## src/rtl/ram_arb_pkg.sv

```systemverilog
// Shared widths and grant encoding for the system RAM arbiter.
package ram_arb_pkg;

  localparam int ADDR_W = 16;
  localparam int DATA_W = 8;
  localparam int CNT_W  = 4;

  typedef enum logic [1:0] {
    GNT_NONE,
    GNT_CPU,
    GNT_HOST
  } grant_e;

endpackage

```

## src/rtl/ram_arb_starve.sv

```systemverilog
// Host starvation guard: counts host wait cycles and raises a registered
// force flag that claims the next RAM slot for the host.
module ram_arb_starve
  import ram_arb_pkg::*;
#(
  parameter int unsigned STARVE_LIMIT = 8
) (
  input  logic clock,
  input  logic resetq,
  input  logic host_req,
  input  logic host_gnt,
  output logic force_host
);

  localparam logic [CNT_W-1:0] LIMIT = CNT_W'(STARVE_LIMIT);

  logic [CNT_W-1:0] wait_cnt;

  // NOTE: state registers use non-blocking assignments so every flop samples
  // pre-edge values regardless of statement order.
  always_ff @(posedge clock or negedge resetq) begin
    if (!resetq) begin
      wait_cnt   <= '0;
      force_host <= 1'b0;
    end else if (host_gnt || !host_req) begin
      wait_cnt   <= '0;
      force_host <= 1'b0;
    end else if (wait_cnt == LIMIT) begin
      force_host <= 1'b1;
    end else begin
      wait_cnt <= wait_cnt + 1'b1;
    end
  end

endmodule

```

## src/rtl/ram_arbiter.sv

```systemverilog
// Shares the system RAM between the cdp1802 core (default priority) and a
// host/loader port. Define RAM_ARBITER_STARVE_EN to bound host latency.
module ram_arbiter
  import ram_arb_pkg::*;
#(
  parameter int unsigned STARVE_LIMIT = 8
) (
  input  logic              clock,
  input  logic              resetq,
  input  logic              cpu_rd,
  input  logic              cpu_wr,
  input  logic [ADDR_W-1:0] cpu_a,
  input  logic [DATA_W-1:0] cpu_d,
  output logic [DATA_W-1:0] cpu_q,
  output logic              cpu_wait,
  input  logic              host_req,
  input  logic              host_we,
  input  logic [ADDR_W-1:0] host_a,
  input  logic [DATA_W-1:0] host_d,
  output logic              host_gnt,
  output logic              host_rvalid,
  output logic [DATA_W-1:0] host_q,
  output logic              ram_rd,
  output logic              ram_wr,
  output logic [ADDR_W-1:0] ram_a,
  output logic [DATA_W-1:0] ram_d,
  input  logic [DATA_W-1:0] ram_q
);

  logic   cpu_act;
  logic   force_host;
  logic   rd1;
  grant_e gnt;

  assign cpu_act = cpu_rd | cpu_wr;

`ifdef RAM_ARBITER_STARVE_EN
  ram_arb_starve #(
    .STARVE_LIMIT (STARVE_LIMIT)
  ) u_starve (
    .clock      (clock),
    .resetq     (resetq),
    .host_req   (host_req),
    .host_gnt   (host_gnt),
    .force_host (force_host)
  );
`else
  logic unused_limit;
  assign unused_limit = (STARVE_LIMIT == 0);
  assign force_host   = 1'b0;
`endif

  // NOTE: every variable written here gets a default first, so no path
  // leaves it unassigned and no latch is inferred.
  always_comb begin
    gnt = GNT_NONE;
    if (host_req && (!cpu_act || force_host)) gnt = GNT_HOST;
    else if (cpu_act)                         gnt = GNT_CPU;
  end

  always_comb begin
    ram_rd = 1'b0;
    ram_wr = 1'b0;
    ram_a  = cpu_a;
    ram_d  = cpu_d;
    unique case (gnt)
      GNT_HOST: begin
        ram_a  = host_a;
        ram_d  = host_d;
        ram_wr = host_we;
        ram_rd = !host_we;
      end
      // A simultaneous read+write strobe from the CPU is treated as a write.
      GNT_CPU: begin
        ram_wr = cpu_wr;
        ram_rd = cpu_rd & !cpu_wr;
      end
      default: ;
    endcase
  end

  assign host_gnt = (gnt == GNT_HOST);
  assign cpu_wait = cpu_act & host_gnt;
  assign cpu_q    = ram_q;

  // rd1 marks the cycle in which ram_q carries the host's read data.
  always_ff @(posedge clock or negedge resetq) begin
    if (!resetq) begin
      rd1         <= 1'b0;
      host_rvalid <= 1'b0;
      host_q      <= '0;
    end else begin
      rd1         <= host_gnt & !host_we;
      host_rvalid <= rd1;
      if (rd1) host_q <= ram_q;
    end
  end

endmodule

```

## config.mk

```make
export PLATFORM = sky130hd
export DESIGN_NAME = ram_arbiter
export DESIGN_NICKNAME = d
export VERILOG_FILES = /design/src/rtl/ram_arb_pkg.sv /design/src/rtl/ram_arb_starve.sv /design/src/rtl/ram_arbiter.sv
export SDC_FILE = /design/constraint.sdc
export NUM_CORES = 1
export LEC_CHECK = 0
export ABC_AREA = 1
export CAP_MARGIN = 30
export CELL_PAD_IN_SITES_DETAIL_PLACEMENT = 0
export CELL_PAD_IN_SITES_GLOBAL_PLACEMENT = 1
export CORE_ASPECT_RATIO = 1.25
export CORE_MARGIN = 2
export CORE_UTILIZATION = 15
export CTS_CLUSTER_SIZE = 40
export DETAILED_ROUTE_END_ITERATION = 10
export HOLD_SLACK_MARGIN = 0.02
export PLACE_DENSITY_LB_ADDON = 0.1
export SLEW_MARGIN = 10
export SYNTH_ARGS = -nofsm -noshare
export SYNTH_HDL_FRONTEND = slang
export SYNTH_SLANG_ARGS = --single-unit
```

## constraint.sdc

```tcl
create_clock -name clock -period 1.12 [get_ports clock]
set_input_delay 0.224 -clock clock [delete_from_list [all_inputs] [get_ports clock]]
set_output_delay 0.224 -clock clock [all_outputs]
set_load 0.05 [all_outputs]
```

==> results.json <==
{
  "status": "finished, violations left",
  "violations": "setup timing",
  "die_h_um": 87.5,
  "ys_ff_latch": 10,
  "initial_core_util_pct": 15.5,
  "finalWorstSetupSlack_ns": -0.225,
  "skew_ns": 0.000787,
  "mostFrequentLayoutCells": "clkdlybuf4s50_1 (49), buf_12 (48), nand2_4 (45), nand3_2 (16), nand2_1 (11)",
  "final_area_um2": 3110,
  "yosys.cell_types.count": 12,
  "cellPowerDensity_nw_per_um2": 885,
  "path_clk_slew_ns": 0.04,
  "hpwl_mm": 3.19,
  "drt_pass1_iterations": 4,
  "drive_gt1_share_pct": 58.1,
  "grt_pass1_wl_mm": 6.85,
  "dieArea_um2": 6200,
  "crit_slowest_cell": "buf_12",
  "dpl_cell_area_um2": 2530,
  "drtAntennaViolNets": 0,
  "fp.dieW_um": 70.8,
  "p_sw_share_pct": 41.6,
  "num_rows": 30,
  "grt_pass1_vias": 1446,
  "p_seq_share_pct": 18.0,
  "drtIter0Drc": 46,
  "ios": 107,
  "start_kind": "input pin",
  "grtUsageMet2_pct": 30.6,
  "yosysWarnings": 0,
  "insertion_delay_ns": 0.23,
  "synth_top_area_cell": "dfrtp_1",
  "vias": 1310,
  "ys_seq_area_share_pct": 29.9,
  "critical_path.cell_chain": "buf_6 -> nor2_4 -> buf_12 -> buf_8 -> nand2_8 -> nand2_4 -> nand2_4 -> buf_12",
  "wirelength_mm": 4.58,
  "grt-busiest-layer": "met2",
  "fin_crit_ns": 1.34,
  "drc": 0,
  "rsz0062_at_grt": "true",
  "worstSetupEndpointType": "output port",
  "hold_slack_ns": 0.290,
  "postCtsHoldBufs": 0,
  "arrival_ns": 1.12,
  "synth_top_area_share_pct": 29.9,
  "met1_usage_pct": 12.8,
  "finalCritPeriodShare_pct": 120,
  "fillers": 483,
  "path_class": "input pin to output port",
  "power_frac_clock_pct": 12.9,
  "grt_antenna_before_repair": 0,
  "antenna_cells": 0,
  "fin_nets": 310,
  "worstPathMaxFanout": 7,
  "synth.cell_area_um2": 837,
  "clkSinkCount": 10,
  "portBuffers": 105,
  "grt_max_degree": 21,
  "finalPower_mw": 2.75,
  "peakVddDrop_mv": 0.336,
  "hold_viol_final": 0,
  "tritoncts.num_buffers": 3,
  "cp.required_ns": 0.90,
  "drv_slew": 0,
  "area_delta_synth_final_pct": 271,
  "p_comb_share_pct": 69.1,
  "cts_max_level": 1,
  "synth_area_leaders": "dfrtp_1 (30%), nand2_1 (26%), nand3_1 (14%), buf_4 (9.9%), o21ai_0 (6.0%)",
  "synth.avg_cell_area_um2": 6.25,
  "gr-usage-met3_pct": 2.20,
  "core_area_um2": 5410,
  "p_sw_mw": 1.15,
  "cts_tree": "done",
  "cts_buffer_depth": 2,
  "layout_commonest_cell": "clkdlybuf4s50_1",
  "tns_ns": -4.98,
  "p_leak_nw": 1.32,
  "syn_inst": 134,
  "setup_viol": 25,
  "hp-class": "input pin to async pin",
  "grt_use_total_pct": 14.3,
  "wire_per_inst_um": 14.8,
  "cell_internal_pwr_mw": 1.61,
  "synth_nets": 196,
  "crit_path_max_incr_delay_ns": 0.14,
  "overflow": 0,
  "gp_congestion": 0.712,
  "timing.fmax_ghz": 0.744,
  "vias_per_cell": 4.23,
  "cap_violations": 0,
  "clockRootBuffer": "clkbuf_8"
}
per-layer routing:
layer  vias up  routed length, um
met1       603               1390
met5         -                  0
met3        10                208
li1        646                  -
met4         0                143
met2        51               2850
repair_timing:
action	in CTS	in global routing
pin swaps	7	6
setup endpoints to repair	36	26
cloned	5	0
resized for setup	99	16
setup buffers	8	1
metrics by stage:
stage	worst slack [ns]	util (%)	cells
6_report	-0.225	57.5	310
5_1_grt	-0.264	57.5	310
4_1_cts	-0.284	56.5	310
3_5_place_dp	-0.721	46.8	294
3_3_place_gp	-0.684	46.8	294
2_1_floorplan	-0.0200	-	134
worst max-delay path, delay by kind of cell:
kind / cells / cell delay (ns)
buf+inv: 4 / 0.50
simple gates: 4 / 0.39
cells by family after synthesis:
logic type             synth area share, %
buffers and inverters                 19.4
AND/OR/NAND/NOR                       44.2
AO/OA/AOI/OAI                         5.98
flip-flops                            29.9
other                                0.448
worst paths after layout:
check | start | endpoint | slack (ns) | depth (start not counted)
min reg2reg | host_q[7]$_DFFE_PN0P_ | host_q[7]$_DFFE_PN0P_ | 0.57 | 2
max in group asynchronous | resetq | host_q[5]$_DFFE_PN0P_ | 0.69 | 2
max reg2reg | rd1$_DFF_PN0_ | host_q[6]$_DFFE_PN0P_ | 0.18 | 1
min in group clock | host_we | rd1$_DFF_PN0_ | 0.40 | 3
max | cpu_rd | ram_a[7] | -0.22 | 8
min | resetq | host_q[1]$_DFFE_PN0P_ | 0.29 | 2
state kept, by name, summed over array words and instances (netlist names):
name	cells
host_q	8
rd1	1
host_rvalid	1
Yosys cell counts (all sizes together):
cell type and n:
dfrtp 10, inv 10, buf 17, nor2 2, nand2 60, conb 1, nand3 24, o21ai 10
area by class of cell:
class                           count  area (um2)  area share (%)
Timing Repair Buffer              123        1750            56.1
Inverter                           10        41.3            1.33
Multi-Input combinational cell    100         951            30.6
Clock buffer                        3        41.3            1.33
Sequential cell                    10         250            8.05
Tap cell                           64        80.1            2.58
power groups by stage:
stage                     registers (mW)  logic (mW)  clock network [mW]
after floorplan                    0.679       0.565                   0
after global placement             0.497        1.69                   0
after detailed placement           0.503        1.70                   0
after CTS                          0.498        1.89               0.368
after global routing               0.505        1.98               0.386
final                              0.497        1.90               0.354
Power figures use the tool's default switching activity.
